[src/rtl/mul_seq_param.sv]
// Sequential shift-add multiplier with valid/ready handshakes on both sides.
// Takes one add-and-shift step per cycle and supports signed/unsigned operands and optional early termination.
`timescale 1ns/1ps
module mul_seq_param #(
  parameter int unsigned DATA_WIDTH = 8,
  parameter int unsigned ID_SIZE    = 8,
  parameter int unsigned EARLY_TERM = 1
) (
  input  logic                              clk,
  input  logic                              rst,
  input  logic                              in_valid,
  output logic                              in_ready,
  input  logic [DATA_WIDTH-1:0]             a_in,
  input  logic [DATA_WIDTH-1:0]             b_in,
  input  logic                              signed_mode,
  input  logic [ID_SIZE-1:0]                id_in,
  output logic                              res_valid,
  input  logic                              res_ready,
  output logic [ID_SIZE+2*DATA_WIDTH:0]     result,
  output logic                              busy
);

  localparam int unsigned W  = DATA_WIDTH;
  localparam int unsigned PW = 2 * DATA_WIDTH;
  localparam int unsigned RW = ID_SIZE + 1 + PW;
  localparam int unsigned CW = (W > 1) ? $clog2(W) : 1;

  typedef enum logic [1:0] {S_IDLE, S_CALC, S_DONE} state_t;

  state_t            state, state_n;
  logic [PW-1:0]     mcand, mcand_n;
  logic [W-1:0]      mplier, mplier_n;
  logic [PW-1:0]     acc, acc_n;
  logic [CW-1:0]     cnt, cnt_n;
  logic              neg, neg_n;
  logic [ID_SIZE-1:0] id_r, id_n;
  logic              sm_r, sm_n;
  logic [RW-1:0]     result_r, result_n;

  logic [W-1:0]      a_mag, b_mag;
  logic [PW-1:0]     acc_add;
  logic [W-1:0]      mplier_shr;
  logic              last_step;

  // Operand magnitudes; the most negative value maps to 2^(W-1), which still fits in W bits.
  assign a_mag      = (signed_mode && a_in[W-1]) ? (~a_in) + W'(1) : a_in;
  assign b_mag      = (signed_mode && b_in[W-1]) ? (~b_in) + W'(1) : b_in;
  assign acc_add    = acc + (mplier[0] ? mcand : '0);
  assign mplier_shr = mplier >> 1;
  assign last_step  = (cnt == CW'(W - 1)) || ((EARLY_TERM != 0) && (mplier_shr == '0));

  // Next-state and datapath update.
  always_comb begin
    state_n  = state;
    mcand_n  = mcand;
    mplier_n = mplier;
    acc_n    = acc;
    cnt_n    = cnt;
    neg_n    = neg;
    id_n     = id_r;
    sm_n     = sm_r;
    result_n = result_r;
    case (state)
      S_IDLE: begin
        if (in_valid) begin
          mcand_n  = PW'(a_mag);
          mplier_n = b_mag;
          acc_n    = '0;
          cnt_n    = '0;
          neg_n    = signed_mode & (a_in[W-1] ^ b_in[W-1]);
          id_n     = id_in;
          sm_n     = signed_mode;
          state_n  = S_CALC;
        end
      end
      S_CALC: begin
        acc_n    = acc_add;
        mcand_n  = mcand << 1;
        mplier_n = mplier_shr;
        cnt_n    = cnt + CW'(1);
        if (last_step) begin
          result_n = {id_r, sm_r, (neg ? (~acc_add) + PW'(1) : acc_add)};
          state_n  = S_DONE;
        end
      end
      S_DONE: begin
        if (res_ready) state_n = S_IDLE;
      end
      default: state_n = S_IDLE;
    endcase
  end

  always_ff @(posedge clk) begin
    if (rst) begin
      state    <= S_IDLE;
      mcand    <= '0;
      mplier   <= '0;
      acc      <= '0;
      cnt      <= '0;
      neg      <= 1'b0;
      id_r     <= '0;
      sm_r     <= 1'b0;
      result_r <= '0;
    end else begin
      state    <= state_n;
      mcand    <= mcand_n;
      mplier   <= mplier_n;
      acc      <= acc_n;
      cnt      <= cnt_n;
      neg      <= neg_n;
      id_r     <= id_n;
      sm_r     <= sm_n;
      result_r <= result_n;
    end
  end

  // Handshake flags are decoded directly from the state register.
  assign in_ready  = (state == S_IDLE) && !rst;
  assign res_valid = (state == S_DONE);
  assign busy      = (state != S_IDLE);
  assign result    = result_r;

endmodule
[config.mk]
export PLATFORM = sky130hd
export DESIGN_NAME = mul_seq_param
export DESIGN_NICKNAME = d
export VERILOG_FILES = /design/src/rtl/mul_seq_param.sv
export SDC_FILE = /design/constraint.sdc
export NUM_CORES = 1
export LEC_CHECK = 0
export CORE_ASPECT_RATIO = 0.7
export CORE_MARGIN = 5
export CORE_UTILIZATION = 31
export DETAILED_ROUTE_END_ITERATION = 8
export GPL_TIMING_DRIVEN = 0
export MAX_ROUTING_LAYER = met4
export PLACE_DENSITY = 0.48
export SLEW_MARGIN = 20
export SYNTH_ARGS = -nofsm -noshare
export SYNTH_HDL_FRONTEND = slang
export SYNTH_SLANG_ARGS = --single-unit
[constraint.sdc]
create_clock -name clk -period 3.1 [get_ports clk]
set_input_delay 0.62 -clock clk [delete_from_list [all_inputs] [get_ports clk]]
set_output_delay 0.62 -clock clk [all_outputs]
set_load 0.01 [all_outputs]
== Word level (Yosys, flattened, before mapping) ==
Index checks and enable logic that the tools add are counted.

* Bits of input ports: 29
* Flip-flop bits (word level): 80
* Word-level logic and storage cells: 54

* Reduce and logical (&&, ||, !) cells: 13
* Eq/ne operators: 6
* Add/sub/neg operators: 5
* Multiplexer cells: 16
* Bitwise logic cells: 5

{| class="wikitable"
|+ Operators with widths
! operator !! number
|-
| 16-bit two-way mux || 4
|-
| 16-bit case mux with 2 select lines || 2
|-
| 8-bit two-way mux || 3
|-
| 16-bit by 1-bit adder with 16-bit output, second input constant || 1
|-
| 16-bit adder || 1
|-
| 8-bit by 1-bit adder with 8-bit output, second input constant || 2
|-
| 16-bit NOT || 1
|-
| 8-bit NOT || 2
|-
| 8-bit case mux with 2 select lines || 1
|-
| 8-bit logical NOT || 1
|-
| 2-bit two-way mux || 3
|-
| 2-bit case mux with 3 select lines || 1
|-
| 3-bit case mux with 2 select lines || 1
|-
| 2-bit AND reduction || 3
|-
| 2-bit != test, second input constant || 2
|-
| 2-bit nonzero test || 2
|-
| 3-bit by 1-bit adder with 3-bit output, second input constant || 1
|-
| 3-bit equality test, second input constant || 1
|-
| 1-bit logical AND || 3
|-
| 3-bit two-way mux || 1
|-
| 3-bit AND reduction || 1
|-
| 2-bit by 1-bit equality test with 1-bit output, second input constant || 1
|-
| 2-bit equality test, second input constant || 1
|-
| 2-bit logical NOT || 1
|-
| 5 further kinds || 5
|}

== Longest topological paths before layout ==
Gate-level depths: netlist of the first run.

* Depth after elaboration: 5
* Gate-level depth with buffers: 13

== Worst setup path before layout of the first run ==
No wires, ideal clock.

* Path kind: flip-flop to flip-flop
* Start point: register mplier[0]
* End point: register result_r[15], in the netlist result[15]
* Arrival: 3.240 ns
* Clock period less this slack: 3.360 ns
* Path slack: -0.260 ns
* Path buffers: 1
* Cell stages (with the launch flop): 14
* Cell sequence: dfxtp_1 > clkbuf_1 > and2_1 > ha_1 > fa_1 > a211oi_4 > nor4_1 > or4_4 > or4_1 > o211ai_2 > nor3_1 > nand2_1 > nor2_1 > o31a_1

* Longest elaborated chain between the ends: 5

{| class="wikitable"
|+ RTL lines
! element !! line !! text
|-
| start: declaration || 32 || <nowiki>logic [W-1:0] mplier, mplier_n;</nowiki>
|-
| start signal: assignment || 107 || <nowiki>mplier <= mplier_n;</nowiki>
|-
| 16-bit two-way mux * || 48 || <nowiki>assign acc_add = acc + (mplier[0] ? mcand : '0);</nowiki>
|-
| 16-bit adder * || 48 ||
|-
| 16-bit NOT || 82 || <nowiki>result_n = {id_r, sm_r, (neg ? (~acc_add) + PW'(1) : acc_add)};</nowiki>
|-
| 16-bit by 1-bit adder with 16-bit output || 82 ||
|-
| 16-bit two-way mux * || 82 ||
|-
| end signal: assignment || 113 || <nowiki>result_r <= result_n;</nowiki>
|-
| end: declaration || 38 || <nowiki>logic [RW-1:0] result_r, result_n;</nowiki>
|}

Mark *: on every way between the ends. The rest lies on a longest branch, timed or not.
A chain may end at the register's enable or synchronous reset.

== Worst setup path after layout of the first run ==
* Start point: register mplier[0]
* End point: register result_r[13], in the netlist result[13]

The elaborated chain is that of the path after synthesis.

==> metrics, run 1 <==
clock root buffer clkbuf_16; initial core utilization 0.314; syn_nets 647; Vias 4512; Stages on worst setup path 12; Synth area leaders dfxtp_1, a21oi_1, nand2_1; Tmin final 3.17 ns; number of flops mapped to enable cells by yosys 0; sequential area share after synthesis 0.350; Multi-input gate area 0.00295 mm2; Port Buf Inserts 54; CP top delay family compound AO/OA/AOI/OAI gates; maxcap violations 0; fraction of layout cells with a size suffix above 1 0.107; Slew Viols, Final 0; Cell Rows 37; number of remaining DRC errors 0; die width 155 um; ys async rst share 0; Most used DFF post-synth dfxtp_1; Peak supply drop 0.368 mV; most frequent cells in the layout nand2_1, dfxtp_1, a21oi_1; Routed Antenna Nets 0; hold slack 0.448 ns; global-route wire length before repair 22900 um; GRT Total Usage 0.170; hold-fix buffers at CTS 0; Avg WL per Cell 16.4 um; CP required 3.29 ns; failing checks setup timing; CP max FO 7; worst r2r path cells 12; worst skew pair latency 0.34 ns; core region area 0.0146 mm2; Ys Warns 0; most common cell after layout, fill and taps aside nand2_1; met3 GRT Util 0.0369; unrepaired setup endpoints after global routing yes; FF+latch count, synth 80; final wirelength 14400 um; GRT overflow 0; DIE HEIGHT 112 um; DIE AREA 0.0173 mm2; hold crit path type flop to flop; CP Class flop to flop; power per cell area 455 mW/mm2; crit-path cells buf_8, and2_4, ha_4, fa_2, a211oi_4, o211ai_1, nand4_1, nand4bb_4, or2_4, o41ai_4, xor2_1, a211oi_1; Vias/cell 5.14; Setup TNS -0.223 ns; crit end category flop; Mapped Area 0.00458 mm2; CP max stage delay 0.38 ns; RePlAce Congestion 0.853; Power Total 2.73 mW; Worst-Margin Slew 0.713 ns; I/O pin total 57; crit share post-route 1.02; fin worst setup slack -0.0728 ns; final hold viol count 0; synth unique cells 62; top cell type's share of synthesized area 0.350; Initial DRC Count 317; CP Launch Type flop; Fmax achieved 315 MHz; Static Leak 2.31 nW; initial antenna violation count 0; fill count 1524; CTS Buffer Depth 2; nets@finish 728; CTS buffer count 9; Synth area leader dfxtp_1; vias in the first global route 4192; Most Used Layer, Global Route met1; Mean Syn Cell Area 7.66 um2; Hold Crit Depth 2; ant diodes 0; max_slew headroom 0.523; First-pass DRT Iterations 5; slowest stage cell on the critical path fa_2; met2 global-route usage 0.235; CP bufs+invs 1; Final setup viols 5; CTS tree built; outcome finished with violations; DP HPWL 11100 um; H-Tree Depth 3; clk_skew 0.00745 ns; Seq. cell area 0.00161 mm2; GRT met1 Usage 0.256; area added between synthesis and finish 31.0%; largest net degree at the start of global routing 16; CTS Sinks 80; Post-Syn Instances 597; CTS clock-pin slew for the worst setup and hold paths 0.07 ns; CP Data Arrival Time 3.37 ns
## cells in the mapped netlist (8+ instances only)
cell / number
a211oi_1: 11
a21o_1: 8
a21oi_1: 75
a22oi_1: 11
and2_1: 17
clkbuf_1: 31
dfxtp_1: 80
ha_1: 20
inv_1: 14
nand2_1: 93
nand3_1: 37
nor2_1: 51
nor3_1: 11
o21ai_0: 17
xnor2_1: 14
xor2_1: 16
## per-stage QoR
stage	cell area [um2]	cells	util	worst slack (ns)
floorplan	4600	597	-	0.00106
global placement	5390	846	0.369	-0.545
detailed placement	5390	846	0.369	-0.533
CTS	5960	877	0.408	-0.0560
global route	5990	878	0.411	-0.202
finish	5990	878	0.411	-0.0728
## final timing paths
kind / from / to / slack (ns)
max: mplier[0] / result[13] / -0.07
min reg2reg: sm_r / result[16] / 0.45
max reg2reg: mplier[0] / result[13] / -0.07
min: sm_r / result[16] / 0.45
## worst min-delay path: cells and delay by family (launching register included)
kind,cells,cell delay (ns)
simple gates,1,0.05
compound gates,1,0.05
flops,1,0.31
## sequential cells by signal, summed over array words and instances, names as in the netlist
register,flops
state,2
acc,16
id_r,8
mplier,8
sm_r,1
mcand,16
result,25
cnt,3
neg,1
## logic make-up after synthesis
family | Yosys count | share of synthesized area
buffers and inverters | 53 | 0.0448
AOI/OAI and AO/OA | 161 | 0.227
muxes | 2 | 0.00438
DFF | 80 | 0.350
xor gates and xnor gates | 30 | 0.0574
and+or+nand+nor | 250 | 0.257
adders and majority gates | 21 | 0.0591
## where the power goes
group / internal (mW) / leakage, nW / switching (mW)
Clock: 0.659 / 0.155 / 0.460
Sequential: 1.08 / 0.650 / 0.0376
Combinational: 0.190 / 1.51 / 0.298
Total: 1.93 / 2.31 / 0.795
## area by class of cell
class | instances | share of cell area
inverters | 14 | 0.00877
plain buffers | 39 | 0.0280
clock buffers | 10 | 0.0399
clock inverters | 6 | 0.0127
multi-input cells | 464 | 0.492
well taps | 195 | 0.0407
repair buffers | 70 | 0.110
flip-flops and latches | 80 | 0.268
## what timing repair did
action | 4_1_cts | 5_1_grt
endpoints found under the setup margin | 10 | 8
setup buffers | 15 | 1
pin swaps | 18 | 2
resized for setup | 28 | 6
## per-layer routing
| metal | wire length (um) | share of wire |
|---|---|---|
| met5 | 0 | 0 |
| met3 | 743 | 0.052 |
| met1 | 7840 | 0.55 |
| met4 | 68 | 0.0047 |
| met2 | 5710 | 0.40 |
No activity file was read; power rests on OpenSTA's default activity.
==> inputs of run 2 (changes only) <==
CORE_ASPECT_RATIO = 0.5   (was 0.7)
==> metrics, run 2 (synthesis gave the netlist of run 1 again) <==
H-Tree Depth 3 (unchanged); DP HPWL 10600 um (-4.2%); Final setup viols 5 (unchanged); CP required 3.34 ns (+0.05 ns); fraction of layout cells with a size suffix above 1 0.118 (+0.0115); CP Launch Type flop; clk_skew 0.00679 ns (-0.000664 ns); max_slew headroom 0.554 (+0.0307); CTS tree built; CP max FO 7 (unchanged); global-route wire length before repair 22800 um (-0.42%); GRT Total Usage 0.169 (-0.000706); slowest stage cell on the critical path or4_4; crit share post-route 1.03 (+0.00580); most frequent cells in the layout nand2_1, dfxtp_1, a21oi_1; I/O pin total 57 (unchanged); Vias/cell 5.11 (-0.52%); Fmax achieved 313 MHz (-0.56%); met2 global-route usage 0.261 (+0.0261); met3 GRT Util 0.0257 (-0.0112); CP Data Arrival Time 3.43 ns (+0.06 ns); DIE HEIGHT 95.9 um (-14%); clock root buffer clkbuf_16; GRT overflow 0 (unchanged); Cell Rows 31 (-16%); core region area 0.0145 mm2 (-0.79%); crit-path cells buf_8, and2_4, ha_4, fa_2, a211oi_4, nor4_2, or4_4, or4_4, o211ai_4, nor3_1, nand2_1, nor2_1, o31a_1; final wirelength 14200 um (-1.2%); Power Total 2.73 mW (+0.22%); unrepaired setup endpoints after global routing yes; area added between synthesis and finish 32.6%; final hold viol count 0 (unchanged); power per cell area 451 mW/mm2 (-1.0%); initial core utilization 0.316 (+0.00250); Slew Viols, Final 0 (unchanged); ant diodes 0 (unchanged); Worst-Margin Slew 0.667 ns (-0.0458 ns); Tmin final 3.19 ns (+0.0180 ns); largest net degree at the start of global routing 17 (+1); most used cell, CP or4_4; Port Buf Inserts 54 (unchanged); RePlAce Congestion 0.857 (+0.40%); worst slack, placed -0.449 ns (+0.0836 ns); CP Class flop to flop; CTS clock-pin slew for the worst setup and hold paths 0.07 ns (about the same); Most Used Layer, Global Route met2; First-pass DRT Iterations 4 (-1); GRT met1 Usage 0.238 (-0.0181); number of remaining DRC errors 0 (unchanged); initial antenna violation count 0 (unchanged); CTS Buffer Depth 2 (unchanged); fin worst setup slack -0.0908 ns (-0.0180 ns); CTS buffer count 9 (unchanged); Initial DRC Count 192 (-39%); CTS Sinks 80 (unchanged); die width 182 um (+17%); worst skew pair latency 0.34 ns (about the same); maxcap violations 0 (unchanged); Avg WL per Cell 16.1 um (-1.7%); hold crit path type flop to flop; Static Leak 2.32 nW (+0.35%); Vias 4509 (-0.066%); vias in the first global route 4305 (+2.7%); crit end category flop; Routed Antenna Nets 0 (unchanged); most common cell after layout, fill and taps aside nand2_1; outcome finished with violations; Peak supply drop 0.273 mV (-26%); number of flip-flops in the largest register 25 (unchanged); DIE AREA 0.0174 mm2 (+0.63%); nets@finish 729 (+0.14%); failing checks setup timing; CP max stage delay 0.45 ns (+0.07 ns)
==> run 2: area by class of cell <==
| cell class | count | area, um2 |
|---|---|---|
| plain buffers | 39 | 178 |
| clock buffers | 9 | 225 |
| clock inverters | 7 | 88.8 |
| fillers | 1486 | 8400 |
| inverters | 14 | 52.6 |
| multi-input cells | 464 | 3000 |
| flip-flops and latches | 80 | 1610 |
| well taps | 198 | 248 |
| repair buffers | 71 | 672 |
==> run 2: routing by layer <==
layer  vias to the layer above  share of wire
met3                        10          0.038
met1                      2149           0.51
met2                        75           0.44
met5                         -              0
li1                       2275              -
met4                         0         0.0069
==> run 2: power by group <==
| group | internal [mW] | switching [mW] |
|---|---|---|
| clock | 0.640 | 0.482 |
| sequential | 1.08 | 0.0374 |
| combinational | 0.194 | 0.298 |
| total | 1.92 | 0.817 |
==> run 2: repair_timing <==
item	CTS	global route
pin swaps	19	14
setup endpoints to repair	10	10
hold buffers	0	0
setup buffers	11	5
cloned	1	0
resized for setup	30	21
==> run 2: final timing paths <==
kind,endpoint,start,depth (start not counted),slack (ns)
worst max-delay path,result[15],mplier[0],13,-0.09
worst min-delay path,result[21],id_r[4],2,0.45
worst max register to register,result[15],mplier[0],13,-0.09
worst min register to register,result[21],id_r[4],2,0.45
==> run 2: metrics by stage <==
stage	hold WS (ns)	instances	util	area, um2	setup TNS, ns
final	0.452	882	0.419	6070	-0.238
after global routing	0.479	882	0.419	6070	-1.28
after CTS	0.454	877	0.410	5930	-0.500
after detailed placement	0.444	849	0.373	5390	-2.36
after global placement	0.441	849	0.373	5390	-2.25
after floorplan	0.432	597	-	4600	0
==> run 2: worst max-delay path, delay by kind of cell, from the launching register on <==
kind | cells | cell delay (ns)
and+or+nand+nor | 7 | 1.28
buffers and inverters | 1 | 0.13
AOI/OAI and AO/OA | 3 | 0.75
DFF | 1 | 0.37
adders and majority gates | 2 | 0.53
==> inputs of run 3 (changes only) <==
PLACE_DENSITY = 0.53   (was 0.48)
==> metrics, run 3 (synthesis gave the netlist of run 1 again) <==
Peak supply drop 0.235 mV (-14%); DIE HEIGHT 95.9 um (unchanged); Cell Rows 31 (unchanged); most frequent cells in the layout nand2_1, dfxtp_1, a21oi_1; CP Data Arrival Time 3.44 ns (about the same); GRT overflow 0 (unchanged); Area after DPL 0.00539 mm2 (unchanged); initial core utilization 0.316 (unchanged); maxcap violations 0 (unchanged); crit end category flop; failing checks setup timing; Static Leak 2.42 nW (+4.3%); CTS buffer count 9 (unchanged); slowest stage cell on the critical path dfxtp_4; Worst-Margin Slew 0.662 ns (-0.00528 ns); worst slack, placed -0.450 ns (-0.000832 ns); power per cell area 451 mW/mm2 (about the same); Fmax achieved 312 MHz (-0.57%); die width 182 um (unchanged); CP top delay family compound AO/OA/AOI/OAI gates; number of remaining DRC errors 0 (unchanged); nets@finish 745 (+2.2%); hold crit path type flop to flop; unrepaired setup endpoints after global routing yes; outcome finished with violations; worst skew pair latency 0.35 ns (about the same); CP max stage delay 0.37 ns (-0.08 ns); final wirelength 14200 um (-0.16%); DP HPWL 10300 um (-3.6%); CP Class flop to flop; initial antenna violation count 0 (unchanged); CTS tree built; vias in the first global route 4364 (+1.4%); Tmin final 3.21 ns (+0.0183 ns); RePlAce Congestion 0.887 (+3.5%); met3 routed WL 458 um (-16%); CTS Buffer Depth 2 (unchanged); final hold viol count 0 (unchanged); CP Launch Type flop; Slew Viols, Final 0 (unchanged); area added between synthesis and finish 36.8%; clock root buffer clkbuf_16; clk_skew 0.00982 ns (+0.00303 ns); Vias/cell 5.08 (-0.63%); Port Buf Inserts 54 (unchanged); CP bufs+invs 2 (+1); Vias 4562 (+1.2%); design area 0.00626 mm2 (+3.2%); I/O pin total 57 (unchanged); DRT met1 WL 7160 um (-1.7%); most common cell after layout, fill and taps aside nand2_1; fin worst setup slack -0.109 ns (-0.0183 ns); CTS clock-pin slew for the worst setup and hold paths 0.07 ns (about the same); CTS Sinks 80 (unchanged); r2r setup slk -0.11 ns (-0.02 ns); global-route wire length before repair 22600 um (-0.76%); Initial DRC Count 316 (+65%); max_slew headroom 0.557 (+0.00353); Routed Antenna Nets 0 (unchanged); fraction of layout cells with a size suffix above 1 0.149 (+0.0302); First-pass DRT Iterations 4 (unchanged); largest net degree at the start of global routing 16 (-1); uppermost layer routed met4; ant diodes 0 (unchanged); min-delay src id_r[7]; R2R Path Start mplier[0]; routed wl met2 6280 um (+0.53%); core region area 0.0145 mm2 (unchanged); number of flip-flops in the largest register 25 (unchanged); crit-path cells buf_8, and2_1, ha_1, buf_6, and4_1, a21o_1, or2_1, o21ai_2, o2111ai_1, a21oi_2, xnor2_2, o21ai_0, o31a_1; Final setup viols 6 (+1); CP max FO 7 (unchanged); CP required 3.34 ns (about the same); H-Tree Depth 3 (unchanged); crit share post-route 1.04 (+0.00591); DIE AREA 0.0174 mm2 (unchanged); Avg WL per Cell 15.8 um (-1.9%); GRT Total Usage 0.166 (-0.00267); Crit. Startpoint mplier[0]
[run 3: cell types whose count changed in the layout (fill, tap and decap cells not counted), moves of 2 or more]
cell	delta
ha_1	-2
buf_4	+15
nor3_1	-2
buf_6	+2
clkinv_4	-2
o21ai_1	-3
o21ai_2	+4
[run 3: final timing paths]
check               endpoint  cells after the start
setup / recovery  result[15]                     13
hold / removal       id_r[7]                      2
setup reg to reg  result[15]                     13
hold reg to reg      id_r[7]                      2
[run 3: where the power goes]
| group | internal [mW] | total (mW) | switching, mW |
|---|---|---|---|
| logic | 0.210 | 0.516 | 0.306 |
| clock network | 0.715 | 1.18 | 0.467 |
| registers | 1.08 | 1.12 | 0.0378 |
| total | 2.01 | 2.82 | 0.811 |
[run 3: metrics by stage]
step | TNS (ns) | hold WS, ns | cells | power (mW) | util
floorplan | 0 | 0.432 | 597 | 1.41 | -
CTS | -0.280 | 0.456 | 886 | 2.81 | 0.419
global route | -1.32 | 0.474 | 898 | 2.94 | 0.433
detailed placement | -2.19 | 0.444 | 849 | 1.61 | 0.373
global placement | -1.97 | 0.438 | 849 | 1.61 | 0.373
finish | -0.459 | 0.454 | 898 | 2.82 | 0.433
[run 3: worst register-to-register path: stages, from the launching register on]
cell and delay, ns:
dfxtp_4 0.37, buf_8 0.13, and2_1 0.14, ha_1 0.30, buf_6 0.14, and4_1 0.17
a21o_1 0.21, or2_1 0.26, o21ai_2 0.24, o2111ai_1 0.25, a21oi_2 0.28, xnor2_2 0.18
o21ai_0 0.12, o31a_1 0.31
[run 3: what timing repair did]
action | 4_1_cts | 5_1_grt
endpoints found under the setup margin | 10 | 10
gates resized for setup | 41 | 22
gates cloned | 1 | 0
setup buffers | 20 | 12
hold buffers | 0 | 0
pin swaps | 26 | 24
[run 3: metal layers]
metal  vias up  global-route usage
li1       2303                   -
met1      2150               0.225
met2        89               0.253
met3        20              0.0294
met4         0              0.0593
met5         -                   -
[run 3: area by class of cell]
| cell class | count | area [um2] |
|---|---|---|
| Tap cell | 198 | 248 |
| Timing Repair Buffer | 87 | 800 |
| Fill cell | 1458 | 8210 |
| Inverter | 14 | 52.6 |
| Clock inverter | 7 | 101 |
| Clock buffer | 9 | 225 |
| Buffer | 39 | 184 |
| Sequential cell | 80 | 1610 |
| Multi-Input combinational cell | 464 | 3040 |
